### config.mk
export PLATFORM = sky130hd
export DESIGN_NAME = pdu_dmem_burst_master
export DESIGN_NICKNAME = d
export VERILOG_FILES = /design/src/rtl/pdu_dmem_burst_pkg.sv /design/src/rtl/pdu_dmem_rd_buf.sv /design/src/rtl/pdu_dmem_burst_master.sv
export SDC_FILE = /design/constraint.sdc
export NUM_CORES = 1
export LEC_CHECK = 0
export ABC_AREA = 1
export CORE_MARGIN = 2
export CORE_UTILIZATION = 45
export CTS_CLUSTER_SIZE = 28
export DETAILED_ROUTE_END_ITERATION = 8
export GPL_ROUTABILITY_DRIVEN = 0
export GPL_TIMING_DRIVEN = 0
export PLACE_DENSITY = 0.77
export SLEW_MARGIN = 0
export SYNTH_ARGS = -nofsm -noshare
export SYNTH_HDL_FRONTEND = slang
export SYNTH_SLANG_ARGS = --single-unit
### constraint.sdc
create_clock -name sys_clk -period 3.57 [get_ports sys_clk]
set_input_delay 0.357 -clock sys_clk [delete_from_list [all_inputs] [get_ports sys_clk]]
set_output_delay 0.357 -clock sys_clk [all_outputs]
set_load 0.02 [all_outputs]
### src/rtl/pdu_dmem_burst_pkg.sv
`default_nettype none
// -----------------------------------------------------------------------------
// pdu_dmem_burst_pkg - shared state encoding and read-buffer sizing
// Revision: 1.0
// -----------------------------------------------------------------------------
package pdu_dmem_burst_pkg;

    localparam int STATE_W = 3;

    localparam logic [STATE_W-1:0] S_IDLE  = 3'd0;
    localparam logic [STATE_W-1:0] S_WRITE = 3'd1;
    localparam logic [STATE_W-1:0] S_READ  = 3'd2;
    localparam logic [STATE_W-1:0] S_DRAIN = 3'd3;
    localparam logic [STATE_W-1:0] S_DONE  = 3'd4;

    localparam int RD_BUF_DEPTH = 2;
    localparam int RD_BUF_PTR_W = $clog2(RD_BUF_DEPTH);
    localparam int RD_BUF_CNT_W = $clog2(RD_BUF_DEPTH + 1);

endpackage

`default_nettype wire

### src/rtl/pdu_dmem_rd_buf.sv
`default_nettype none
// -----------------------------------------------------------------------------
// pdu_dmem_rd_buf - small synchronous FIFO holding returned read words
// Revision: 1.0
// -----------------------------------------------------------------------------
module pdu_dmem_rd_buf
    import pdu_dmem_burst_pkg::*;
#(
    parameter int WIDTH = 32
) (
    input  logic                    sys_clk,
    input  logic                    sys_rstn,
    input  logic                    push_i,
    input  logic [WIDTH-1:0]        push_data_i,
    input  logic                    pop_i,
    output logic [WIDTH-1:0]        head_o,
    output logic                    full_o,
    output logic                    empty_o,
    output logic [RD_BUF_CNT_W-1:0] count_o
);

    logic [WIDTH-1:0]        mem_q [RD_BUF_DEPTH];
    logic [RD_BUF_PTR_W-1:0] wr_ptr_q;
    logic [RD_BUF_PTR_W-1:0] rd_ptr_q;
    logic [RD_BUF_CNT_W-1:0] count_q;
    logic                    do_push;
    logic                    do_pop;

    assign full_o  = (count_q == RD_BUF_CNT_W'(RD_BUF_DEPTH));
    assign empty_o = (count_q == '0);
    assign count_o = count_q;
    assign head_o  = mem_q[rd_ptr_q];

    assign do_pop  = pop_i && !empty_o;
    // A push into a full buffer is fine when the head leaves on the same edge.
    assign do_push = push_i && (!full_o || do_pop);

    always_ff @(posedge sys_clk) begin
        if (do_push) begin
            mem_q[wr_ptr_q] <= push_data_i;
        end
    end

    always_ff @(posedge sys_clk or negedge sys_rstn) begin
        if (!sys_rstn) begin
            wr_ptr_q <= '0;
            rd_ptr_q <= '0;
            count_q  <= '0;
        end else begin
            if (do_push) begin
                wr_ptr_q <= wr_ptr_q + RD_BUF_PTR_W'(1);
            end
            if (do_pop) begin
                rd_ptr_q <= rd_ptr_q + RD_BUF_PTR_W'(1);
            end
            unique case ({do_push, do_pop})
                2'b10:   count_q <= count_q + RD_BUF_CNT_W'(1);
                2'b01:   count_q <= count_q - RD_BUF_CNT_W'(1);
                default: count_q <= count_q;
            endcase
        end
    end

endmodule

`default_nettype wire

### src/rtl/pdu_dmem_burst_master.sv
`default_nettype none
// -----------------------------------------------------------------------------
// pdu_dmem_burst_master - turns one host command into a burst of single-word
// DMEM accesses; running checksum port under PDU_DMEM_BURST_CHECKSUM_EN.
// Revision: 1.0
// -----------------------------------------------------------------------------
module pdu_dmem_burst_master
    import pdu_dmem_burst_pkg::*;
#(
    parameter int DEPTH = 12,
    parameter int LEN_W = 12
) (
    input  logic             sys_clk,
    input  logic             sys_rstn,
    input  logic             cmd_valid,
    output logic             cmd_ready,
    input  logic             cmd_write,
    input  logic [DEPTH-1:0] cmd_addr,
    input  logic [LEN_W-1:0] cmd_len,
    input  logic             wr_valid,
    output logic             wr_ready,
    input  logic [31:0]      wr_data,
    output logic             rd_valid,
    input  logic             rd_ready,
    output logic [31:0]      rd_data,
    output logic             busy,
    output logic             done,
    output logic [DEPTH-1:0] interface_addr,
    input  logic [31:0]      interface_rdata,
    output logic [31:0]      interface_wdata,
`ifdef PDU_DMEM_BURST_CHECKSUM_EN
    output logic [31:0]      checksum,
`endif
    output logic             interface_we
);

    logic [STATE_W-1:0]      state_q,     state_d;
    logic [DEPTH-1:0]        cur_addr_q,  cur_addr_d;
    logic [LEN_W-1:0]        remaining_q, remaining_d;
    logic                    inflight_q,  inflight_d;

    logic                    buf_full;
    logic                    buf_empty;
    logic [RD_BUF_CNT_W-1:0] buf_count;
    logic [31:0]             buf_head;
    logic                    wr_fire;
    logic                    rd_pop;
    logic                    rd_issue;
    logic [RD_BUF_CNT_W:0]   slots_used;

    pdu_dmem_rd_buf #(
        .WIDTH (32)
    ) u_rd_buf (
        .sys_clk     (sys_clk),
        .sys_rstn    (sys_rstn),
        .push_i      (inflight_q),
        .push_data_i (interface_rdata),
        .pop_i       (rd_pop),
        .head_o      (buf_head),
        .full_o      (buf_full),
        .empty_o     (buf_empty),
        .count_o     (buf_count)
    );

    assign wr_fire = (state_q == S_WRITE) && wr_valid;
    assign rd_pop  = !buf_empty && rd_ready;

    // A slot freed by this cycle's pop is credited immediately so a held-high
    // rd_ready streams one word per cycle without a bubble.
    assign slots_used = {1'b0, buf_count}
                      + (RD_BUF_CNT_W+1)'(inflight_q)
                      - (RD_BUF_CNT_W+1)'(rd_pop);
    assign rd_issue   = (state_q == S_READ)
                      && (!buf_full || rd_pop)
                      && (slots_used < (RD_BUF_CNT_W+1)'(RD_BUF_DEPTH));

    always_comb begin
        state_d     = state_q;
        cur_addr_d  = cur_addr_q;
        remaining_d = remaining_q;
        inflight_d  = rd_issue;
        case (state_q)
            S_IDLE: begin
                if (cmd_valid) begin
                    cur_addr_d  = cmd_addr;
                    remaining_d = cmd_len;
                    state_d     = cmd_write ? S_WRITE : S_READ;
                end
            end
            S_WRITE: begin
                if (wr_fire) begin
                    cur_addr_d  = cur_addr_q + DEPTH'(1);
                    remaining_d = remaining_q - LEN_W'(1);
                    if (remaining_q == '0) begin
                        state_d = S_DONE;
                    end
                end
            end
            S_READ: begin
                if (rd_issue) begin
                    cur_addr_d  = cur_addr_q + DEPTH'(1);
                    remaining_d = remaining_q - LEN_W'(1);
                    if (remaining_q == '0) begin
                        state_d = S_DRAIN;
                    end
                end
            end
            S_DRAIN: begin
                if (!inflight_q && buf_empty) begin
                    state_d = S_DONE;
                end
            end
            S_DONE:  state_d = S_IDLE;
            default: state_d = S_IDLE;
        endcase
    end

    always_ff @(posedge sys_clk or negedge sys_rstn) begin
        if (!sys_rstn) begin
            state_q     <= S_IDLE;
            cur_addr_q  <= '0;
            remaining_q <= '0;
            inflight_q  <= 1'b0;
        end else begin
            state_q     <= state_d;
            cur_addr_q  <= cur_addr_d;
            remaining_q <= remaining_d;
            inflight_q  <= inflight_d;
        end
    end

    assign cmd_ready       = (state_q == S_IDLE);
    assign wr_ready        = (state_q == S_WRITE);
    assign busy            = (state_q != S_IDLE);
    assign done            = (state_q == S_DONE);
    assign rd_valid        = !buf_empty;
    assign rd_data         = buf_head;
    assign interface_addr  = cur_addr_q;
    assign interface_we    = wr_fire;
    assign interface_wdata = (state_q == S_WRITE) ? wr_data : 32'h0;

`ifdef PDU_DMEM_BURST_CHECKSUM_EN
    logic [31:0] checksum_q, checksum_d;

    always_comb begin
        checksum_d = checksum_q;
        if ((state_q == S_IDLE) && cmd_valid) begin
            checksum_d = 32'h0;
        end else if (wr_fire) begin
            checksum_d = checksum_q + wr_data;
        end else if (rd_pop) begin
            checksum_d = checksum_q + buf_head;
        end
    end

    always_ff @(posedge sys_clk or negedge sys_rstn) begin
        if (!sys_rstn) begin
            checksum_q <= 32'h0;
        end else begin
            checksum_q <= checksum_d;
        end
    end

    assign checksum = checksum_q;
`endif

endmodule

`default_nettype wire

=== After elaboration in Yosys (flattened, before gate mapping) ===
Memory sizes are Yosys's and may differ from the RTL's.
Cells that the tools add are included.

* Input bits: 94
* Output and inout port bits: 82
* Memories kept: 1
* Bits in writable memories: 64
* Word-level logic and storage cells: 70
* Register bits: 32

* Muxes and demuxes: 20
* Eq/ne operators: 13
* Reduce and logical (&&, ||, !) cells: 20
* $lt $le $gt $ge: 1
* Add/subtract/negate cells: 8

{| class="wikitable"
|+ Memories
! memory !! words !! bits a word !! rd ports !! clocked after Yosys merged registers in !! wr ports !! line !! source
|-
| u_rd_buf.mem_q || 2 || 32 || 1 || 0 || 1 || pdu_dmem_rd_buf.sv:22 || <nowiki>logic [WIDTH-1:0] mem_q [RD_BUF_DEPTH];</nowiki>
|}

{| class="wikitable"
|+ Operators with widths
! cell !! count
|-
| $mux 12 || 6
|-
| $pmux 12 s3 || 2
|-
| $mux 32 || 1
|-
| $mux 3 || 6
|-
| $add 12x1->12 const B || 1
|-
| $logic_not 12->1 || 1
|-
| $pmux 3 s4 || 1
|-
| $sub 12x1->12 const B || 1
|-
| $logic_and 1x1->1 || 7
|-
| $eq 3x2->1 const B || 2
|-
| $ne 2x1->1 const B || 3
|-
| $ne 2x2->1 const B || 3
|-
| $reduce_and 6->1 || 1
|-
| $reduce_bool 3->1 || 2
|-
| $eq 2x2->1 const B || 2
|-
| $pmux 2 s2 || 1
|-
| $reduce_and 4->1 || 1
|-
| $add 2x1->3 || 1
|-
| $eq 3x1->1 const B || 1
|-
| $eq 3x3->1 const B || 1
|-
| $logic_not 1->1 || 3
|-
| $logic_not 3->1 || 1
|-
| $lt 3x2->1 const B || 1
|-
| $sub 3x1->3 || 1
|-
| 9 further kinds || 12
|}

=== Logic depth before layout (Yosys ltp) ===
* Depth after elaboration: 8
* Depth in mapped cells: 19
* Gate-level depth less buffers: 18

=== Hierarchy ===
A second synthesis with hierarchy kept.

* Cells, all modules: 595
* Area, all modules: 4948.5 um2

{| class="wikitable"
|+ By module, submodules not included
! module !! sequential area each (um2) !! instances !! area an instance (um2) !! cells an instance
|-
| pdu_dmem_rd_buf || 2021.9 || 1 || 2567.5 || 197
|-
| pdu_dmem_burst_master || 700.7 || 1 || 2381.0 || 398
|}

=== Worst setup path before layout ===
Ideal clock, no wire load.

* Path kind: flip-flop to flip-flop
* From: register u_rd_buf.count_q[1] (netlist: u_rd_buf.count_o[1])
* To: register cur_addr_q[8] (netlist: interface_addr[8])
* Library setup time: 117 ps
* Clock period less this slack: 2463 ps
* Required time: 3453 ps
* Data arrival time: 2346 ps
* Slack: 1107 ps
* Path buffers: 2
* Cell stages (with the launch flop): 19
* Cells stage by stage: dfrtp_1 inv_1 nand2_1 nand2_1 inv_1 ha_1 inv_1 nand2_1 fa_1 nand2_1 nand2_1 nor2_2 nand2_2 nand2_1 nand2_1 buf_6 buf_6 nand2_1 nand2_1

* Longest elaborated chain between the ends: 8
* Elaborated cells between the ends (all ways): 13
* Classes of those cells: 2 x add/sub; 1 x order compare; 2 x eq/ne; 8 x reduce/logical

{| class="wikitable"
|+ Ends and longest elaborated chain
! what !! line !! source
|-
| from (decl) || pdu_dmem_rd_buf.sv:25 || <nowiki>logic [RD_BUF_CNT_W-1:0] count_q;</nowiki>
|-
| from (signal assigned) || pdu_dmem_rd_buf.sv:57 || <nowiki>2'b10: count_q <= count_q + RD_BUF_CNT_W'(1);</nowiki>
|-
| from (signal assigned) || pdu_dmem_rd_buf.sv:58 || <nowiki>2'b01: count_q <= count_q - RD_BUF_CNT_W'(1);</nowiki>
|-
| from (signal assigned) || pdu_dmem_rd_buf.sv:59 || <nowiki>default: count_q <= count_q;</nowiki>
|-
| $logic_not 2->1 * || pdu_dmem_rd_buf.sv:30 || <nowiki>assign empty_o = (count_q == '0);</nowiki>
|-
| $logic_not 1->1 * || -- ||
|-
| via rd_valid || pdu_dmem_burst_master.sv:23 || <nowiki>output logic rd_valid,</nowiki>
|-
| $logic_and 1x1->1 * || pdu_dmem_burst_master.sv:66 || <nowiki>assign rd_pop = !buf_empty && rd_ready;</nowiki>
|-
| $sub 3x1->3 / $logic_or 1x1->1 (equally long branches) || pdu_dmem_burst_master.sv:72, pdu_dmem_burst_master.sv:74 ||
|-
| $lt 3x2->1 / $logic_and 1x1->1 (equally long branches) || pdu_dmem_burst_master.sv:75, pdu_dmem_burst_master.sv:74 ||
|-
| $logic_and 1x1->1 * || pdu_dmem_burst_master.sv:75 || <nowiki>&& (slots_used < (RD_BUF_CNT_W+1)'(RD_BUF_DEPTH));</nowiki>
|-
| $ne 2x2->1 (no source line) * || -- ||
|-
| $reduce_and 4->1 (no source line) * || -- ||
|-
| to (signal assigned) || pdu_dmem_burst_master.sv:126 || <nowiki>cur_addr_q <= cur_addr_d;</nowiki>
|-
| to (decl) || pdu_dmem_burst_master.sv:38 || <nowiki>logic [DEPTH-1:0] cur_addr_q, cur_addr_d;</nowiki>
|}

Mark *: on every way through the listed nets, which the timed path passes. The rest lies on a longest branch.
A chain may end at the register's enable or synchronous reset.

=== Worst setup path in the final report ===
* From: register u_rd_buf.rd_ptr_q
* To: output port rd_data[7]

* Longest elaborated chain between the ends: 1

{| class="wikitable"
|+ Ends and longest elaborated chain
! what !! line !! source
|-
| from (decl) || pdu_dmem_rd_buf.sv:24 || <nowiki>logic [RD_BUF_PTR_W-1:0] rd_ptr_q;</nowiki>
|-
| from (signal assigned) || pdu_dmem_rd_buf.sv:54 || <nowiki>rd_ptr_q <= rd_ptr_q + RD_BUF_PTR_W'(1);</nowiki>
|-
| $mem_v2 2x32 || -- ||
|-
| to (decl) || pdu_dmem_burst_master.sv:25 || <nowiki>output logic [31:0] rd_data,</nowiki>
|}

No other way between the ends.

==> flow_summary.toml <==
[synthesis]
yosysMostFrequentCell = "nand2_1"
synth_seq_cells = 96
yosys-top-cells-count = "nand2_1, nor2_1, inv_1"
yosysSeqAreaShare = 0.565
ys_async_sr_fraction = 0.333
synth_edf_count = 64
synth_area_leaders = "edfxtp_1, nand2_1, dfrtp_1, nor2_1, inv_1"
synthXorXnorAreaFrac = 0.0145
syn_area_um2 = 4820
syn-num-nets = 678
yosysWarnings = 0
syn_inst = 579
yosys.area_share.simple = 0.297
synth-main-ff-cell = "edfxtp_1"
synth_top_area_frac = 0.399
yosysTopAreaCell = "edfxtp_1"
syn_avg_cell_area_um2 = 8.32
synth_top_family_by_area = "simple AND/OR/NAND/NOR gates"
yosys.area_share.adder = 0.0145
synthMuxAreaShare = 0
yosysUniqueCellTypes = 29
synth_compound_area_frac = 0.0291

[setup_path]
startpoint_type = "flop"
crit_path_end_kind = "output pin"
path_class = "reg -> out"
reg2reg_slack_ns = 0.99
reg2reg_depth = 19
cp_slowest_cell = "clkdlybuf4s50_1"
cpPeakStageDelay_ns = 0.63
cp.required_ns = 3.21
reg2reg_to = "interface_addr[7]"
regToRegStartpoint = "u_rd_buf.count_o[1]"
crit_path_max_fanout = 10
crit_arrival_ns = 2.23
path_cells = "clkbuf_1 -> clkinv_1 -> clkbuf_1 -> nand2_1 -> nand2_1 -> clkdlybuf4s50_1"

[pwr]
ir_drop_uv = 443
internal_power_mw = 3.10
seqPwrFrac = 0.298
switching_share = 0.455
clock_power_share = 0.118
leakagePower_nw = 3.14
power_mw = 5.68
p_sw_mw = 2.58
power_density_nw_per_um2 = 820
power_frac_comb = 0.584

[detailed_routing]
firstDrtPassIters = 5
routed_wirelength_um = 11800
ant_nets = 0
drc = 0
drtIter0Drc = 277
avgRoutedWirePerCell_um = 13.0
via_count = 4290
via_per_inst = 4.74

[timing]
tightest_slew_ns = 0.927
period_share = 0.724
fin_crit_ns = 2.58
setup_violations = 0
rsz0062_at_grt = "false"
timing.fmax_ghz = 0.387
hold_violations = 0
drv_slew = 0
fin_skew_ns = 0.0116
slew_headroom = 0.381

[die]
start_util = 0.464
ios = 176
die_y_um = 107
dieWidth_um = 107
die_area_um2 = 11500
fp-row-count = 37
coreArea_um2 = 10400

[cts]
numCtsBuffers = 9
h-tree-depth = 3
clkSlewWorstSetupHoldPaths_ns = 0.10
cts_sinks = 96
cts_setup_buffers = 0
clock-root-buffer = "clkbuf_8"
clock_latency_ns = 0.36
cts.path.max_buffers = 2
cts_tree = "built"
cts_hold_buf = 0
post_cts_resize_count = 0

[layout]
layout.nets = 864
n_antenna_cell = 0
drive_above_1_share = 0.0506
area_growth_pct = 44.0
fin_util = 0.669

[global_route]
grt_overflow = 0
grt_use_met3 = 0.0533
top_usage_layer = "met2"
grt_pass1_vias = 4183
grt_max_degree = 34
grtUsageMet2 = 0.351
met1_usage = 0.266
grt_pass1_wl_um = 19100
grtUsageTotal = 0.208
antenna_found_initial = 1

[flow_run]
drv_cap = 0

[worst_hold_path]
hold_class = "in -> async"

[status]
outcome = "completed"

[place]
portBuffers = 175
dp.final_hpwl_um = 8820
-- power groups by stage --
| stage | Combinational (mW) | Sequential, mW | Clock (mW) |
|---|---|---|---|
| detailed placement | 3.33 | 1.71 | 0 |
| CTS | 3.35 | 1.69 | 0.692 |
| global route | 3.70 | 1.73 | 0.724 |
| global placement | 3.26 | 1.70 | 0 |
| floorplan | 2.01 | 1.74 | 0 |
| finish | 3.32 | 1.69 | 0.669 |
-- worst max path at each step --
stage / from / end / slack, ns / depth (start not counted)
2_1_floorplan: u_rd_buf.count_o[1] / interface_addr[8] / 1.11 / 18
3_3_place_gp: rd_ready / u_rd_buf.mem_q[1][14] / -0.07 / 5
3_5_place_dp: rd_ready / interface_addr[9] / 0.84 / 17
4_1_cts: u_rd_buf.rd_ptr_q / rd_data[7] / 0.94 / 6
5_1_grt: u_rd_buf.count_o[1] / remaining_q[11] / 0.67 / 19
6_report: u_rd_buf.rd_ptr_q / rd_data[7] / 0.99 / 6
-- routing by layer --
layer | vias up | share of wire
li1 | 2175 | -
met1 | 1935 | 0.43
met2 | 168 | 0.48
met3 | 10 | 0.074
met4 | 2 | 0.013
met5 | - | 0.0011
-- area by class of cell --
cell class / instances / area (um2)
inverters: 70 / 263
clock buffers: 10 / 128
fillers: 817 / 3440
multi-input cells: 393 / 1730
clock inverters: 6 / 57.6
flip-flops and latches: 96 / 2720
plain buffers: 20 / 120
repair buffers: 175 / 1750
well taps: 136 / 170
-- kinds of logic (layout without fill, tap and decap cells) --
kind of cell               count (synthesis)  count (layout)
DFF                                       96              96
adders and majority gates                  5               5
AOI/OAI and AO/OA                         23              23
and+or+nand+nor                          357             357
xor gates and xnor gates                   8               8
buffers and inverters                     90             281
-- sequential cells by signal, summed over array words and instances, names as in the netlist --
signal,cells
interface_addr,12
inflight_q,1
u_rd_buf.rd_ptr_q,1
remaining_q,12
u_rd_buf.mem_q,64
state_q,3
u_rd_buf.wr_ptr_q,1
u_rd_buf.count_o,2
-- stage by stage --
step	TNS [ns]	cell area (um2)	std cells	hold slack (ns)	worst slack, ns
2_1_floorplan	0	4820	579	0.0614	1.11
3_3_place_gp	-3.08	6740	890	0.492	-0.0662
3_5_place_dp	0	6750	890	0.471	0.840
4_1_cts	0	6930	906	0.0588	0.942
5_1_grt	0	6930	906	0.0912	0.668
6_report	0	6930	906	0.0497	0.985
-- cells in the final DEF, fill, tap and decap left out, drive strengths merged, types with 4 or more instances in the layout --
cell             n
dfrtp           32
xor2             4
clkbuf          20
nor2            72
ha               4
nand4            5
buf             11
xnor2            4
nand2          244
nor3             4
nand3           28
o21ai           19
clkdlybuf4s50  174
edfxtp          64
inv             73
-- worst max-delay path, delay by kind of cell, from the launching register on --
kind	cells	cell delay [ns]
buf+inv	4	1.33
flops	1	0.37
simple gates	2	0.17
Note: power is estimated with default switching activity, not from simulation.
==> patch 1, RTL diff (config.mk and constraints unchanged) <==
Build with the macro `PDU_DMEM_BURST_CHECKSUM_EN` defined.
--- a/src/rtl/pdu_dmem_burst_master.sv
+++ b/src/rtl/pdu_dmem_burst_master.sv
@@ -4,6 +4,8 @@
 // DMEM accesses; running checksum port under PDU_DMEM_BURST_CHECKSUM_EN.
 // Revision: 1.0
 // -----------------------------------------------------------------------------
+`define PDU_DMEM_BURST_CHECKSUM_EN
+
 module pdu_dmem_burst_master
     import pdu_dmem_burst_pkg::*;
 #(
Check against the original RTL (old outputs only; new: checksum): equivalent (equiv_simple and equiv_induct, registers matched by name and starting in step).
==> patch 1 against the unedited design <==
- worst setup slack worse by 0.68 ns
- sequential power up 44%
- wire length rose by 120%
- total power rose by 110%
- cell area up 67%
- synthesized area rose by 77%
- maximum frequency is 21% lower
- sequential cell count up 32
- critical path depth increased by 13
- core utilization down 4.8 points
- critical path type is now reg -> reg
- largest cell class is now multi-input gates
- highest routed layer is now met4
==> patch 1: results (changes against the unedited design) <==
setup_path:
  cp_slowest_stage_delay_ns: 0.45  # -0.18 ns
  cp_top_family: "simple AND/OR/NAND/NOR gates"
  critPathSlowestCell: "fa_1"
  arrival_ns: 3.58  # +1.35 ns
  r2r_end: "checksum[30]"
  critPathLaunch: "state_q[1]"
  cp-end-kind: "flip-flop"
cells_and_area:
  fillers: 1647  # +100%
  signal_buffers: 240  # +23%
  nClkBuffers: 18  # +8
  multiInputCombCellCount: 871  # +120%
  final_cells: 1695  # +87%
  final_cell_area_um2: 11600  # +67%
  inv_count: 190  # +170%
  layout.nonclk_buf_share_pct: 19.8  # -7.1 points
  clk_share_pct: 5.25  # +2.6 points
  final_nets: 1585  # +83%
  final-seq-area_um2: 3520  # +29%
  layout-drive-gt1-share_pct: 5.00  # -0.068 points
logic_synthesis:
  synth_xor_area_share_pct: 0.823  # -0.63 points
  synth_common_cells: "nand2_1 (470), inv_1 (183), nor2_1 (108)"
  synth.distinct_cells: 40  # +38%
  async_flop_share_pct: 50.0  # +17 points
  ys_seq_area_share_pct: 41.4  # -15 points
  synth_compound_area_share_pct: 9.86  # +6.9 points
  syn_inst: 1219  # +110%
  ys_seq_elements: 128  # +33%
place:
  dp_slack_ns: -0.156  # -0.995 ns
  port_buffers: 207  # +18%
  hpwl_mm: 20.6  # +130%
die:
  rows: 50  # +35%
global_routing:
  antenna_found_initial: 0  # -1
  use_met3_pct: 5.43  # +0.11 points
  met1_usage_pct: 33.2  # +6.6 points
  grt_pass1_wl_mm: 41.1  # +120%
  grt_max_degree: 48  # +41%
  grtUsageMet2_pct: 45.0  # +9.8 points
routing:
  wl_met2_mm: 12.8  # +130%
  top_layer: "met4"
  wl_met1_mm: 10.7  # +110%
  dr_wl_met3_mm: 2.04  # +130%
  routed_wl_mm: 26.3  # +120%
  vias_per_cell: 5.12  # +8.2%
cts:
  clock_latency_ns: 0.42  # +0.06 ns
  clk_pin_slew_ns: 0.06  # -0.04 ns
  cts-buffers-inserted: 17  # +8
  h-tree-depth: 4  # +1
  root_buffer: "clkbuf_16"
power_and_ir_drop:
  switching_share_pct: 50.2  # +4.8 points
  comb_cell_power_mw: 7.97  # +140%
  power_frac_clock_pct: 14.9  # +3.1 points
  peakVddDrop_mv: 0.596  # +34%
  p_leak_nw: 5.75  # +83%
run_status:
  outcome: "completed"
timing:
  whs_ns: 0.359  # +0.309 ns
  fin_skew_ns: 0.00922  # -0.00240 ns
[patch 1: cell count changes in the layout (fill, tap and decap cells not counted), sizes merged, moves of 6 or more]
cell           delta
a21oi            +44
clkbuf           +13
inv             +121
a31oi             +6
clkdlybuf4s50    +32
buf               +7
nand3            +25
dfrtp            +32
o21ai            +61
ha               +37
nor2             +38
o22ai             +9
nor3              +9
nand2           +229
[patch 1: worst register-to-register path, stage by stage (launching register included)]
cell,delay (ns)
dfrtp_1,0.44
nor2_4,0.18
nand2_4,0.15
nor2_4,0.17
inv_2,0.12
clkbuf_2,0.21
nand2_1,0.09
o21ai_0,0.09
ha_1,0.24
fa_1,0.45
nand3_1,0.13
nand3_2,0.14
nand2_1,0.10
nand2_1,0.09
nand2_1,0.07
nand2_1,0.15
nand2_1,0.13
nand3_1,0.08
nand3_1,0.09
nand2_1,0.05
[patch 1: repair_timing]
action / 4_1_cts / 5_1_grt
hold buffers: 1 / 0
endpoints found under the setup margin: 0 / 9
endpoints found under the hold margin: 17 / 0
gates resized for setup: 0 / 8
==> patch 2, RTL diff (same settings) <==
Without the edit above. `cur_addr_q` no longer has a reset.
--- a/src/rtl/pdu_dmem_burst_master.sv
+++ b/src/rtl/pdu_dmem_burst_master.sv
@@ -118,15 +118,17 @@
     always_ff @(posedge sys_clk or negedge sys_rstn) begin
         if (!sys_rstn) begin
             state_q     <= S_IDLE;
-            cur_addr_q  <= '0;
             remaining_q <= '0;
             inflight_q  <= 1'b0;
         end else begin
             state_q     <= state_d;
-            cur_addr_q  <= cur_addr_d;
             remaining_q <= remaining_d;
             inflight_q  <= inflight_d;
         end
+    end
+
+    always_ff @(posedge sys_clk) begin
+        cur_addr_q <= cur_addr_d;
     end
 
     assign cmd_ready       = (state_q == S_IDLE);
Function: changed (Yosys sat finds a counterexample within 4 cycles, from zero or initial values and one cycle with sys_rstn low).
==> patch 2 against the unedited design <==
- die area is 1.9% lower
- worst setup slack lost 0.22 ns
- clock skew grew 0.0051 ns
- largest cell class unchanged
- cell count shrank 5.7%
- first-iteration DRC count down 13%
- maximum frequency fell by 7.8%
- core utilization grew 0.067 points
- clock power is 15% higher
- total power up 0.90%
- count of clock-buffer cells in the layout unchanged
- wire length decreased by 1.5%
- synthesized area decreased by 1.9%
- cell area decreased by 0.79%
- critical endpoint is now interface_addr[0]
- sequential cell count unchanged
==> patch 2: results (changes against the unedited design) <==
run_status:
  outcome: "completed"
power_and_ir_drop:
  power.internal_mw: 3.26  # +5.2%
  p_leak_nw: 3.01  # -4.3%
  peakVddDrop_mv: 0.475  # +7.2%
logic_synthesis:
  synth_common_cells: "nand2_1 (184), edfxtp_1 (76), inv_1 (70)"
  synthAdderAreaFrac_pct: 1.48  # +0.029 points
  avgSynthCellArea_um2: 8.96  # +7.8%
  synth.area.top_cells: "edfxtp_1 (48%), nand2_1 (15%), dfrtp_1 (11%)"
  async_flop_share_pct: 20.8  # -12 points
  synth_nets: 626  # -7.7%
  synth_compound_area_share_pct: 3.66  # +0.75 points
  ys_seq_area_share_pct: 58.9  # +2.4 points
global_routing:
  grtUsageMet2_pct: 38.8  # +3.7 points
  grt_pass1_wl_mm: 18.9  # -0.69%
  antenna_found_initial: 0  # -1
  grt_usage_pct: 21.3  # +0.47 points
setup_path:
  r2r_end: "interface_addr[0]"
  crit_type: "reg -> reg"
  worstPathMaxFanout: 21  # +11
  arrival_ns: 2.85  # +0.62 ns
  r2r_slack_ns: 0.77  # -0.22 ns
routing:
  wire_per_inst_um: 13.6  # +4.5%
  vias_per_cell: 4.69  # -0.96%
  vias: 4005  # -6.6%
  drt_iter0_drc: 240  # -13%
cells_and_area:
  layout-drive-gt1-share_pct: 6.69  # +1.6 points
  final_nets: 812  # -6.0%
place:
  dp_slack_ns: 0.591  # -0.248 ns
  placedCellCount: 838  # -5.8%
  place_area_um2: 6660  # -1.3%
timing:
  fin_skew_ns: 0.0167  # +0.00506 ns
  worstMarginPinSlew_ns: 0.992  # +0.0658 ns
hold_path:
  hold_class: "reg -> reg"
-- patch 2: cell count changes in the layout (fill, tap and decap cells not counted), sizes merged, moves of 3 or more --
cell	change
buf	-4
dfrtp	-12
edfxtp	+12
nand2	-51
nand3	-3
nor2	-3
o21ai	+3
xor2	+3
-- patch 2: critical path: stages (launching register included) --
cell,delay (ns)
dfrtp_1,0.43
inv_1,0.12
nand2_1,0.11
nand2_1,0.11
inv_1,0.07
ha_1,0.26
or2_2,0.30
fa_1,0.38
nand2_1,0.08
nand2_1,0.06
nor2_2,0.08
nand2_2,0.08
nand2_2,0.07
nand2_4,0.07
inv_4,0.07
buf_8,0.20
-- patch 2: worst min path at each step --
stage / cells after the start / from / end
after global routing: 1 / interface_rdata[13] / u_rd_buf.mem_q[0][13]
after CTS: 2 / remaining_q[11] / remaining_q[11]
after detailed placement: 2 / remaining_q[11] / remaining_q[11]
after floorplan: 0 / sys_rstn / inflight_q
final: 2 / remaining_q[11] / remaining_q[11]
after global placement: 2 / remaining_q[9] / remaining_q[9]
-- patch 2: logic make-up after synthesis --
group,after synthesis
buffers and inverters,91
adders and majority gates,5
and+or+nand+nor,297
AOI/OAI and AO/OA,29
xor gates and xnor gates,9
DFF,96
-- patch 2: layout make-up --
class                           count  area [µm²]  share of cell area, %
Clock inverter                      6        90.1                   1.31
Inverter                           74         280                   4.07
Clock buffer                       10         128                   1.86
Sequential cell                    96        2780                   40.5
Tap cell                          136         170                   2.47
Timing Repair Buffer              175        1750                   25.5
Multi-Input combinational cell    340        1570                   22.9
Buffer                             17         101                   1.47
-- patch 2: through the flow --
step                util, %  TNS, ns
finish                 66.9        0
global route           66.9        0
CTS                    66.9        0
detailed placement     64.8        0
global placement       64.7    -2.15
floorplan                 -        0
-- patch 2: power by group through the flow --
stage / sequential [mW] / clock [mW] / combinational [mW]
after floorplan: 1.83 / 0 / 1.92
after global placement: 1.77 / 0 / 3.13
after detailed placement: 1.78 / 0 / 3.20
after CTS: 1.76 / 0.791 / 3.24
after global routing: 1.80 / 0.830 / 3.56
final: 1.76 / 0.769 / 3.20
-- patch 2: routing by layer --
layer	routed length, µm	share of wire, %
met1	4560	39
met4	63	0.54
met2	6010	52
met5	0	0
met3	982	8.5
